===== src/rtl/book_replay_sequencer.sv =====
// Replays price snapshots into the order book: cancels each stock's resting order,
// then adds one order per stock at the snapshot price read from an external ROM.
module book_replay_sequencer #(
  parameter int NUM_STOCKS    = 4,
  parameter int NUM_SNAPSHOTS = 49,
  parameter int PRICE_W       = 16,
  parameter int ORDER_W       = 8,
  parameter int QTY_W         = 8,
  parameter int ORDER_QTY     = 1,
  parameter int ROM_LATENCY   = 2,
  parameter int INTERVAL_W    = 21,
  parameter int BUSY_TIMEOUT  = 4096,
  parameter int STOCK_W       = (NUM_STOCKS > 1) ? $clog2(NUM_STOCKS) : 1,
  parameter int SNAP_W        = (NUM_SNAPSHOTS > 1) ? $clog2(NUM_SNAPSHOTS) : 1
) (
  input  logic                      clk_100mhz,
  input  logic                      rst,
  input  logic                      run,
  input  logic                      mode_auto,
  input  logic                      step_pulse,
  input  logic [INTERVAL_W-1:0]     interval,
  input  logic                      loop_en,
  output logic                      rom_rd_en,
  output logic [SNAP_W+STOCK_W-1:0] rom_addr,
  input  logic [PRICE_W-1:0]        rom_data,
  output logic                      start,
  output logic [2:0]                request,
  output logic                      delete,
  output logic [STOCK_W-1:0]        stock_to_add,
  output logic [PRICE_W-1:0]        price,
  output logic [ORDER_W-1:0]        order_id,
  output logic [QTY_W-1:0]          quantity,
  input  logic                      book_busy,
  output logic [SNAP_W-1:0]         snapshot_idx,
  output logic                      seq_busy,
  output logic                      done,
  output logic                      timeout_err,
  output logic [3:0]                state_dbg
);

  localparam logic [2:0] ADD_ORDER    = 3'd1;
  localparam logic [2:0] CANCEL_ORDER = 3'd2;

  localparam int LAT_W  = $clog2(ROM_LATENCY + 1);
  localparam int WAIT_W = $clog2(BUSY_TIMEOUT + 1);

  localparam logic [LAT_W-1:0]   LAT_LAST   = LAT_W'(ROM_LATENCY);
  localparam logic [WAIT_W-1:0]  WAIT_LAST  = WAIT_W'(BUSY_TIMEOUT - 1);
  localparam logic [STOCK_W-1:0] LAST_STOCK = STOCK_W'(NUM_STOCKS - 1);
  localparam logic [SNAP_W-1:0]  LAST_SNAP  = SNAP_W'(NUM_SNAPSHOTS - 1);
  localparam logic [ORDER_W-1:0] ID_ONE     = ORDER_W'(1);
  localparam logic [ORDER_W-1:0] ID_MAX     = '1;

  typedef enum logic [3:0] {
    IDLE         = 4'd0,
    CANCEL_ISSUE = 4'd1,
    CANCEL_ARM   = 4'd2,
    CANCEL_WAIT  = 4'd3,
    FETCH        = 4'd4,
    FETCH_WAIT   = 4'd5,
    ADD_ISSUE    = 4'd6,
    ADD_ARM      = 4'd7,
    ADD_WAIT     = 4'd8,
    HOLD         = 4'd9,
    DONE         = 4'd10
  } state_t;

  state_t              state;
  logic [STOCK_W-1:0]  s;
  logic                populated;
  logic [ORDER_W-1:0]  cur_id;
  logic [ORDER_W-1:0]  prev_id;
  logic [ORDER_W-1:0]  next_id;
  logic [WAIT_W-1:0]   wait_cnt;
  logic [LAT_W-1:0]    lat_cnt;
  logic [INTERVAL_W-1:0] timer;
  logic [INTERVAL_W-1:0] eff_interval;
  logic                advance;
  logic                wait_done;

  // Order ids live in 1..2^ORDER_W-1; zero is never handed to the book.
  assign prev_id      = (cur_id == ID_ONE) ? ID_MAX : cur_id - ID_ONE;
  assign next_id      = (cur_id == ID_MAX) ? ID_ONE : cur_id + ID_ONE;
  assign eff_interval = (interval == '0) ? INTERVAL_W'(1) : interval;
  assign advance      = run && (mode_auto ? (timer >= eff_interval) : step_pulse);
  assign wait_done    = !book_busy || (wait_cnt >= WAIT_LAST);

  assign seq_busy  = (state != IDLE) && (state != HOLD) && (state != DONE);
  assign done      = (state == DONE);
  assign state_dbg = state;

  always_ff @(posedge clk_100mhz) begin
    if (rst) begin
      state        <= IDLE;
      s            <= '0;
      populated    <= 1'b0;
      cur_id       <= ID_ONE;
      wait_cnt     <= '0;
      lat_cnt      <= '0;
      timer        <= '0;
      rom_rd_en    <= 1'b0;
      rom_addr     <= '0;
      start        <= 1'b0;
      request      <= '0;
      delete       <= 1'b0;
      stock_to_add <= '0;
      price        <= '0;
      order_id     <= '0;
      quantity     <= '0;
      snapshot_idx <= '0;
      timeout_err  <= 1'b0;
    end else begin
      start     <= 1'b0;
      rom_rd_en <= 1'b0;
      case (state)
        IDLE: begin
          if (run) begin
            s <= '0;
            if (populated) begin
              start        <= 1'b1;
              request      <= CANCEL_ORDER;
              delete       <= 1'b1;
              stock_to_add <= '0;
              order_id     <= prev_id;
              wait_cnt     <= '0;
              state        <= CANCEL_ISSUE;
            end else begin
              state <= FETCH;
            end
          end
        end
        CANCEL_ISSUE: state <= CANCEL_ARM;
        CANCEL_ARM:   state <= CANCEL_WAIT;
        CANCEL_WAIT: begin
          if (wait_done) begin
            if (book_busy) timeout_err <= 1'b1;
            if (s == LAST_STOCK) begin
              s     <= '0;
              state <= FETCH;
            end else begin
              s            <= s + STOCK_W'(1);
              start        <= 1'b1;
              request      <= CANCEL_ORDER;
              delete       <= 1'b1;
              stock_to_add <= s + STOCK_W'(1);
              order_id     <= prev_id;
              wait_cnt     <= '0;
              state        <= CANCEL_ISSUE;
            end
          end else begin
            wait_cnt <= wait_cnt + WAIT_W'(1);
          end
        end
        FETCH: begin
          rom_rd_en <= 1'b1;
          rom_addr  <= {snapshot_idx, s};
          lat_cnt   <= '0;
          state     <= FETCH_WAIT;
        end
        FETCH_WAIT: begin
          // lat_cnt counts from the cycle the read strobe is visible to the ROM.
          if (lat_cnt == LAT_LAST) begin
            price        <= rom_data;
            start        <= 1'b1;
            request      <= ADD_ORDER;
            delete       <= 1'b0;
            stock_to_add <= s;
            order_id     <= cur_id;
            quantity     <= QTY_W'(ORDER_QTY);
            wait_cnt     <= '0;
            state        <= ADD_ISSUE;
          end else begin
            lat_cnt <= lat_cnt + LAT_W'(1);
          end
        end
        ADD_ISSUE: state <= ADD_ARM;
        ADD_ARM:   state <= ADD_WAIT;
        ADD_WAIT: begin
          if (wait_done) begin
            if (book_busy) timeout_err <= 1'b1;
            if (s == LAST_STOCK) begin
              s         <= '0;
              populated <= 1'b1;
              cur_id    <= next_id;
              timer     <= '0;
              state     <= HOLD;
            end else begin
              s     <= s + STOCK_W'(1);
              state <= FETCH;
            end
          end else begin
            wait_cnt <= wait_cnt + WAIT_W'(1);
          end
        end
        HOLD: begin
          if (advance) begin
            if ((snapshot_idx != LAST_SNAP) || loop_en) begin
              snapshot_idx <= (snapshot_idx == LAST_SNAP) ? '0 : snapshot_idx + SNAP_W'(1);
              start        <= 1'b1;
              request      <= CANCEL_ORDER;
              delete       <= 1'b1;
              stock_to_add <= s;
              order_id     <= prev_id;
              wait_cnt     <= '0;
              state        <= CANCEL_ISSUE;
            end else begin
              request      <= '0;
              delete       <= 1'b0;
              stock_to_add <= '0;
              price        <= '0;
              order_id     <= '0;
              quantity     <= '0;
              state        <= DONE;
            end
          end else if (run && (timer != '1)) begin
            timer <= timer + INTERVAL_W'(1);
          end
        end
        DONE:    state <= DONE;
        default: state <= IDLE;
      endcase
    end
  end

endmodule


===== config.mk =====
export PLATFORM = sky130hd
export DESIGN_NAME = book_replay_sequencer
export DESIGN_NICKNAME = d
export VERILOG_FILES = /design/src/rtl/book_replay_sequencer.sv
export SDC_FILE = /design/constraint.sdc
export NUM_CORES = 1
export LEC_CHECK = 0
export CAP_MARGIN = 20
export CORE_UTILIZATION = 30
export DETAILED_ROUTE_END_ITERATION = 10
export MAX_ROUTING_LAYER = met4
export PLACE_DENSITY_LB_ADDON = 0.12
export SKIP_LAST_GASP = 1
export SYNTH_ARGS = -nofsm -noshare
export SYNTH_HDL_FRONTEND = slang
export SYNTH_SLANG_ARGS = --single-unit

===== constraint.sdc =====
create_clock -name clk_100mhz -period 6.8 [get_ports clk_100mhz]
set_input_delay 1.7 -clock clk_100mhz [delete_from_list [all_inputs] [get_ports clk_100mhz]]
set_output_delay 1.7 -clock clk_100mhz [all_outputs]
set_load 0.02 [all_outputs]

==> reports/results.md, run 1 <==
| Step | Parameter | Reported |
|:---|:---|:---|
| outcome | Status | finished with violations |
| outcome | Violations in the final reports | DRC |
| floorplanning | Number of rows in the core area | 49 |
| floorplanning | Number of top-level pins | 105 |
| critical path | Largest delay contributor family on the critical path | compound AO/OA/AOI/OAI gates |
| drt | DR vias/cell | 5.20 |
| timing | Slew at the pin closest to its max-slew limit | 1.10 ns |
| place | DP HPWL | 11.5 mm |
| place | Placer congestion estimate | 0.848 |
| timing | Total count of max-transition violations in the final report | 0 |
| critical path | Crit path largest cell delay | 0.57 ns |
| floorplanning | Height of the chip | 138 microns |
| power and ir drop | Post-layout power | 1.68 mW |
| cts | Hold Buf Count CTS | 0 |
| global routing | Met2 track demand over resource | 28.2% |
| yosys | Simple-gate share of the synthesized area | 26.9% |
| yosys | Seq/Total Area, Yosys | 34.9% |
| drt | Total via count in the routed design | 5360 |
| yosys | Xor/xnor cell area share of the yosys netlist | 1.89% |
| cts | Clock insertion delay at the later pin of the skew report | 0.36 ns |
| power and ir drop | Pwr/cell area | 241 mW/mm^2 |
| yosys | Share of the synthesized area in compound gates (AO/OA/AOI/OAI) | 22.1% |
| drt | Wire length reported by the detailed router | 15.7 mm |
| timing | Final hold viol count | 0 |
| yosys | Mean cell area of the mapped netlist | 7.60 sq um |
| yosys | Synthesized netlist cell count | 731 |
| global routing | Initial antenna violation count | 0 |
| finish | Share of final-layout standard cells stronger than drive strength 1 | 4.11% |
| critical path | Setup slack on the worst flop-to-flop path | 3.60 ns |
| drt | Antenna-violating nets left | 0 |
| power and ir drop | Peak supply drop | 125 uV |
| critical path | Worst Path Buf+Inv | 2 |
| cts | Setup repair bufs after CTS | 0 |
| yosys | Post-synthesis async set-or-reset flop share | 0% |
| yosys | Post-synth cell types | 61 |
| finish | Area added between synthesis and finish | 25.0% |
| yosys | Number of flops mapped to enable cells by yosys | 0 |
| place | # placed instances | 1015 |
| hold path | Hold path startpoint | rom_addr[7] |
| global routing | M1 GR Usage | 21.6% |
| yosys | Cell area after synthesis | 0.00556 sq mm |
| cts | CTS Sinks | 97 |
| finish | Final net count | 871 |
| global routing | Met3 usage in global routing | 2.36% |
| cts | Clk buf depth | 2 |
| floorplanning | Placeable Area | 0.0181 sq mm |
| hold path | Hold Crit Class | flop to flop |
| yosys | Total number of yosys warnings | 0 |
| power and ir drop | Leakage power summed over all cells | 2.51 nW |
| yosys | Largest family of logic cells by synthesized area | simple AND/OR/NAND/NOR gates |
| global routing | Vias in the first global route | 4982 |
| hold path | Hold EP | rom_addr[7] |
| critical path | Critical path data required time | 7.01 ns |
| run | Max_cap viols | 0 |
| drt | Number of design rule violations left after detail routing | 18 |
| cts | Post-CTS Resized | 0 |
| finish | Final core utilization | 38.4% |
| hold path | Hold depth | 2 |
| critical path | Critical path class | input port to flop |
| drt | DR pass1 iterations | 8 |
| place | Number of I/O port buffers | 96 |
| timing | Worst Clk Skew | 0.00508 ns |
| yosys | Adder-cell share of the synthesized area | 6.75% |
| floorplanning | Overall die area | 0.0191 sq mm |
| global routing | Global routing's busiest layer | met2 |
| timing | Slew margin rel. | 26.3% |
| cts | Root buffer cell | sky130_fd_sc_hd__clkbuf_16 |
| drt | Initial detailed-routing violation count | 357 |
| critical path | Terminus of the critical flop-to-flop path | order_id[3] |
| cts | CTS buffer count | 9 |
| yosys | Mux contribution to synthesized area | 0.540% |
| timing | Setup violators final | 0 |
| critical path | Arr. time, crit path | 4.98 ns |
| critical path | Worst flop-to-flop path startpoint | state_dbg[1] |
| critical path | Critical Path Sink Type | flop |
| timing | TNS Setup | 0 ns |
| timing | RSZ-0062 raised after global routing | no |
| critical path | Worst r2r path cells | 6 |
| global routing | Largest net degree at the start of global routing | 83 |
| floorplanning | Effective utilization at floorplan | 30.7% |
| critical path | Ordered cell list for the critical path | clkdlybuf4s50_1 > nor4_1 > and3_1 > a31o_2 > ha_1 > nor3b_1 > o21ai_0 > a21o_1 > a211oi_2 > buf_4 > a2111o_1 > mux2i_1 > nor2_1 |
| finish | Non-filler cells, final | 1031 |
| cts | H-tree depth reported by CTS | 3 |
| timing | Shortest period the worst path allows | 4.77 ns |
| cts | TritonCTS clock tree | done |
| drt | Average routed wire per standard cell | 15.3 microns |
| global routing | Wire length of the first global-routing pass | 25.7 mm |
| global routing | Final global-route overflow total | 0 |
| finish | Antenna diode count | 0 |
| floorplanning | DIE WIDTH | 138 microns |
| critical path | Largest fanout on the critical path | 20 |
| critical path | Type of element launching the critical path | input port |
| global routing | GR Util All Layers | 17.2% |
| yosys | Flip-flop and latch count after synthesis | 97 |
| critical path | Master of the slowest instance on the critical path | sky130_fd_sc_hd__a2111o_1 |
| yosys | Flip-flop cell with the highest count after synthesis | sky130_fd_sc_hd__dfxtp_1 |
| timing | Max Clock Freq | 210 MHz |
| timing | Final worst path period share | 70.1% |
| timing | Tightest hold margin | 0.453 ns |
| cts | Post-CTS clock slew at the launch and capture registers of the worst setup and hold paths | 0.07 ns |
cell usage after synthesis, drive strengths merged (3+ instances only):
cell type   n  area share (%)
o21a        3            0.41
a211oi     12             1.9
o31a        3            0.47
dfxtp      97              35
o211ai      3            0.41
nand3b      3            0.41
nor2       70             4.8
clkbuf     31             2.1
a21o        4            0.54
o31ai      12             1.6
ha         30             6.8
o21ai      34             3.1
nand2      80             5.4
mux2i       3            0.54
nand2b     15             1.7
and3        9             1.0
xnor2       7             1.1
a311oi      5            0.79
nor2b       8            0.90
nor3b       4            0.54
a21oi      86             7.8
xor2        5            0.79
nand3      55             5.0
o41ai       6             1.3
a22o        3            0.47
or3        14             1.6
nand4      17             2.0
nor4       10             1.1
nor3       14             1.4
a31oi       8            0.90
buf        22             2.5
inv        33             2.2
placed cells by master (no fill, tap or decap), drive strengths merged, types with 5 or more instances in the layout:
cell type,n
xnor2,7
a31oi,8
nor2b,8
nand4,17
nor3,14
conb,8
a211oi,12
o21ai,34
dfxtp,97
o31ai,12
a21oi,86
o41ai,6
or3,14
nand3,55
buf,6
inv,35
and3,9
a311oi,5
xor2,5
nor4,10
clkbuf,10
nand2,80
nor2,70
clkdlybuf4s50,95
nand2b,15
ha,30
power by group:
part	switching [mW]	total, mW	internal, mW
logic	0.261	0.440	0.179
clock network	0.238	0.576	0.338
registers	0.0659	0.660	0.594
logic make-up after synthesis:
kind of cell    count (synthesis)
mux                             3
other cells                     1
buf+inv                        86
simple gates                  308
fa+ha+maj                      30
flops                          97
xor+xnor                       12
compound gates                194
registers in the layout, summed over array words and instances, names as in the netlist, 2 cells and up:
| name | flops |
|---|---|
| timer | 21 |
| price | 16 |
| wait_cnt | 13 |
| cur_id | 8 |
| order_id | 8 |
| rom_addr | 8 |
| snapshot_idx | 6 |
| state_dbg | 4 |
| lat_cnt | 2 |
| s | 2 |
| stock_to_add | 2 |
through the flow:
stage	instance area [sq um]	setup WS (ns)
after floorplan	5590	2.70
after global placement	6600	1.79
after detailed placement	6610	1.60
after CTS	6950	1.96
after global routing	6950	1.80
final	6950	2.03
layer usage:
| layer | wire (microns) | share of wire [%] | up-vias |
|---|---|---|---|
| li1 | - | - | 2736 |
| met1 | 7340 | 47 | 2508 |
| met2 | 7600 | 48 | 101 |
| met3 | 548 | 3.5 | 15 |
| met4 | 251 | 1.6 | 0 |
| met5 | 0 | 0 | - |
cell type report:
class / count / area (sq um)
Sequential cell: 97 / 1940
Clock buffer: 10 / 239
Inverter: 33 / 124
Multi-Input combinational cell: 555 / 3260
Fill cell: 1863 / 11100
Timing Repair Buffer: 101 / 993
Clock inverter: 6 / 97.6
Tap cell: 229 / 287
tightest hold or removal path: cells and delay by family (launching register included):
family / cells / cell delay [ns]
DFF: 1 / 0.31
and+or+nand+nor: 1 / 0.05
AOI/OAI and AO/OA: 1 / 0.05
worst max-delay path by stage:
stage | start | endpoint | slack (ns) | cells past startpoint
floorplan | interval[16] | price[10] | 2.70 | 13
CTS | interval[16] | stock_to_add[1] | 1.96 | 13
detailed placement | interval[16] | stock_to_add[1] | 1.60 | 13
global route | interval[16] | stock_to_add[1] | 1.80 | 13
finish | interval[16] | stock_to_add[1] | 2.03 | 13
global placement | interval[16] | stock_to_add[1] | 1.79 | 13
No activity file was read; power rests on OpenSTA's default activity.
==> run 2, diff against run 1 <==
==> constraint.sdc (replaced) <==
create_clock -name clk_100mhz -period 3.9 [get_ports clk_100mhz]
set_input_delay 0.975 -clock clk_100mhz [delete_from_list [all_inputs] [get_ports clk_100mhz]]
set_output_delay 0.975 -clock clk_100mhz [all_outputs]
set_load 0.02 [all_outputs]
==> run 2 against run 1 <==
Net effect: combinational power increased by 93%; register-to-register slack got worse by 2.6 ns; sequential share of layout area decreased by 0.96 points; die area unchanged; the flow still finishes with violations (DRC); sequential cell count unchanged; count of clock-buffer cells in the layout unchanged; design area increased by 3.5%; clock skew increased by 0.0055 ns; global-route usage increased by 0.34 points; hold slack got worse by 0.00094 ns; routed wire length increased by 3.6%; largest power group unchanged; first-iteration DRC count increased by 18%.
==> reports/results.md, run 2 (synthesized netlist as in run 1, its figures left out) <==
| Step | Parameter | Reported |
|:---|:---|:---|
| cts | TritonCTS clock tree | done |
| critical path | Critical path class | input port to flop |
| finish | Non-filler cells, final | 1059 |
| drt | Wire length reported by the detailed router | 16.3 mm |
| drt | Initial detailed-routing violation count | 422 |
| finish | Commonest non-fill, non-tap cells in the layout | sky130_fd_sc_hd__dfxtp_1, sky130_fd_sc_hd__clkdlybuf4s50_1, sky130_fd_sc_hd__a21oi_1 |
| power and ir drop | Peak supply drop | 180 uV |
| critical path | Worst flop-to-flop path startpoint | timer[0] |
| floorplanning | Number of top-level pins | 105 |
| cts | Root buffer cell | sky130_fd_sc_hd__clkbuf_16 |
| global routing | Initial antenna violation count | 0 |
| finish | Antenna diode count | 0 |
| finish | Number of flip-flops in the largest register | 21 |
| timing | Worst Clk Skew | 0.0106 ns |
| critical path | Worst r2r path cells | 8 |
| floorplanning | Effective utilization at floorplan | 30.7% |
| timing | Slew at the pin closest to its max-slew limit | 0.832 ns |
| power and ir drop | Post-layout power | 2.96 mW |
| power and ir drop | Switching power summed over all nets | 0.992 mW |
| drt | Antenna-violating nets left | 0 |
| cts | CTS buffer count | 9 |
| place | DP HPWL | 12.0 mm |
| power and ir drop | Part of the total power dissipated in sequential elements | 38.2% |
| cts | Hold Buf Count CTS | 0 |
| global routing | Wire length of the first global-routing pass | 26.3 mm |
| power and ir drop | Switching share of power | 33.6% |
| global routing | Final global-route overflow total | 0 |
| timing | Slew margin rel. | 44.0% |
| timing | Max Clock Freq | 273 MHz |
| finish | Area added between synthesis and finish | 29.4% |
| place | Post-Place Cell Area | 0.00684 sq mm |
| finish | Share of final-layout standard cells stronger than drive strength 1 | 7.59% |
| run | Max_cap viols | 0 |
| timing | Total count of max-transition violations in the final report | 0 |
| cts | Clock insertion delay at the later pin of the skew report | 0.35 ns |
| drt | DR pass1 iterations | 8 |
| critical path | CP startpoint | interval[19] |
| drt | Average routed wire per standard cell | 15.4 microns |
| global routing | GR Util All Layers | 17.6% |
| finish | Final net count | 899 |
| finish | Final core utilization | 39.8% |
| finish | Registers with the highest flip-flop counts | timer (21), price (16), wait_cnt (13) |
| finish | Final non-filler cell area | 0.00719 sq mm |
| critical path | Terminus of the critical flop-to-flop path | timer[7] |
| critical path | Setup slack on the worst flop-to-flop path | 0.97 ns |
| hold path | Hold depth | 2 |
| floorplanning | Height of the chip | 138 microns |
| timing | Final hold viol count | 0 |
| finish | Commonest non-fill, non-tap cell in the layout | sky130_fd_sc_hd__dfxtp_1 |
| outcome | Violations in the final reports | DRC |
| critical path | Critical Path Sink Type | flop |
| cts | H-tree depth reported by CTS | 3 |
| power and ir drop | Pwr/cell area | 411 mW/mm^2 |
| cts | Post-CTS clock slew at the launch and capture registers of the worst setup and hold paths | 0.07 ns |
| global routing | Vias in the first global route | 5112 |
| critical path | Arr. time, crit path | 3.93 ns |
| critical path | Largest fanout on the critical path | 10 |
| place | # placed instances | 1042 |
| timing | Setup violators final | 0 |
| floorplanning | DIE WIDTH | 138 microns |
| power and ir drop | Leakage power summed over all cells | 2.66 nW |
| finish | Reg with most FFs | timer |
| critical path | Type of element launching the critical path | input port |
| cts | CTS Sinks | 97 |
| floorplanning | Overall die area | 0.0191 sq mm |
| power and ir drop | Internal power contribution | 1.96 mW |
| drt | Total via count in the routed design | 5572 |
| critical path | Critical path data required time | 4.17 ns |
| drt | DR vias/cell | 5.26 |
| timing | Setup ws final | 0.241 ns |
| floorplanning | Placeable Area | 0.0181 sq mm |
| power and ir drop | Combinational Power Share | 28.8% |
| drt | Number of design rule violations left after detail routing | 18 |
| place | Number of I/O port buffers | 96 |
| floorplanning | Number of rows in the core area | 49 |
| power and ir drop | Share of power burned in the clock network | 33.0% |
| place | Worst slack after detailed placement | -0.216 ns |
| outcome | Status | finished with violations |
| critical path | Worst setup path endpoint | timer[11] |
| place | Placer congestion estimate | 0.846 |
| cts | Clk buf depth | 2 |
| hold path | Hold Crit Class | flop to flop |
| timing | Final worst path period share | 93.8% |
| timing | RSZ-0062 raised after global routing | no |
| timing | Shortest period the worst path allows | 3.66 ns |
| global routing | Largest net degree at the start of global routing | 60 |
==> run 2: cell count changes in the layout (fill, tap and decap cells not counted), moves of 2 or more <==
cell	change
sky130_fd_sc_hd__o41ai_2	+2
sky130_fd_sc_hd__buf_12	+2
sky130_fd_sc_hd__buf_4	+26
sky130_fd_sc_hd__o41ai_1	-2
==> run 2: critical path: stages <==
cell,delay [ns]
sky130_fd_sc_hd__clkdlybuf4s50_1,0.44
sky130_fd_sc_hd__nor4_2,0.30
sky130_fd_sc_hd__and3_1,0.20
sky130_fd_sc_hd__a31o_2,0.15
sky130_fd_sc_hd__ha_1,0.22
sky130_fd_sc_hd__nor3b_1,0.20
sky130_fd_sc_hd__o21ai_1,0.10
sky130_fd_sc_hd__a21o_1,0.17
sky130_fd_sc_hd__a211oi_2,0.24
sky130_fd_sc_hd__buf_4,0.20
sky130_fd_sc_hd__o21ai_2,0.13
sky130_fd_sc_hd__or3_1,0.40
sky130_fd_sc_hd__a31oi_1,0.20
==> run 2: cell type report <==
cell class	instances	area [sq um]
fill	1866	10900
tap	229	287
sequential	97	1940
clock buffer	10	229
inverter	33	124
timing repair buffer	129	1230
multi-input combinational	555	3290
clock inverter	6	97.6
==> run 2: stage by stage <==
step | TNS, ns | hold slack [ns]
finish | 0 | 0.453
global route | 0 | 0.474
CTS | 0 | 0.457
detailed placement | -7.27 | 0.446
global placement | -4.33 | 0.440
floorplan | 0 | 0.444
==> run 2: repair_timing <==
action,in CTS,in global routing
gates resized for setup,0,4
buffers inserted,0,1
endpoints found under the setup margin,0,37
==> run 2: worst min path at each step <==
stage / slack [ns] / from / endpoint
floorplan: 0.44 / lat_cnt[0] / lat_cnt[0]
detailed placement: 0.45 / price[15] / price[15]
global placement: 0.44 / price[15] / price[15]
CTS: 0.46 / price[15] / price[15]
finish: 0.45 / price[15] / price[15]
global route: 0.47 / price[3] / price[3]
==> run 2: per-layer routing <==
| metal | global-route usage [%] | vias up | wire, microns |
|---|---|---|---|
| met5 | - | - | 0 |
| met4 | 5.20 | 0 | 188 |
| met3 | 2.63 | 14 | 623 |
| met2 | 29.0 | 129 | 7900 |
| met1 | 22.2 | 2637 | 7610 |
| li1 | - | 2792 | - |
==> run 2: power groups by stage <==
stage	Clock, mW	Sequential (mW)	Combinational, mW
2_1_floorplan	0	1.14	0.527
3_3_place_gp	0	1.15	0.827
3_5_place_dp	0	1.15	0.847
4_1_cts	1.01	1.13	0.852
5_1_grt	1.04	1.14	0.937
6_report	0.976	1.13	0.851
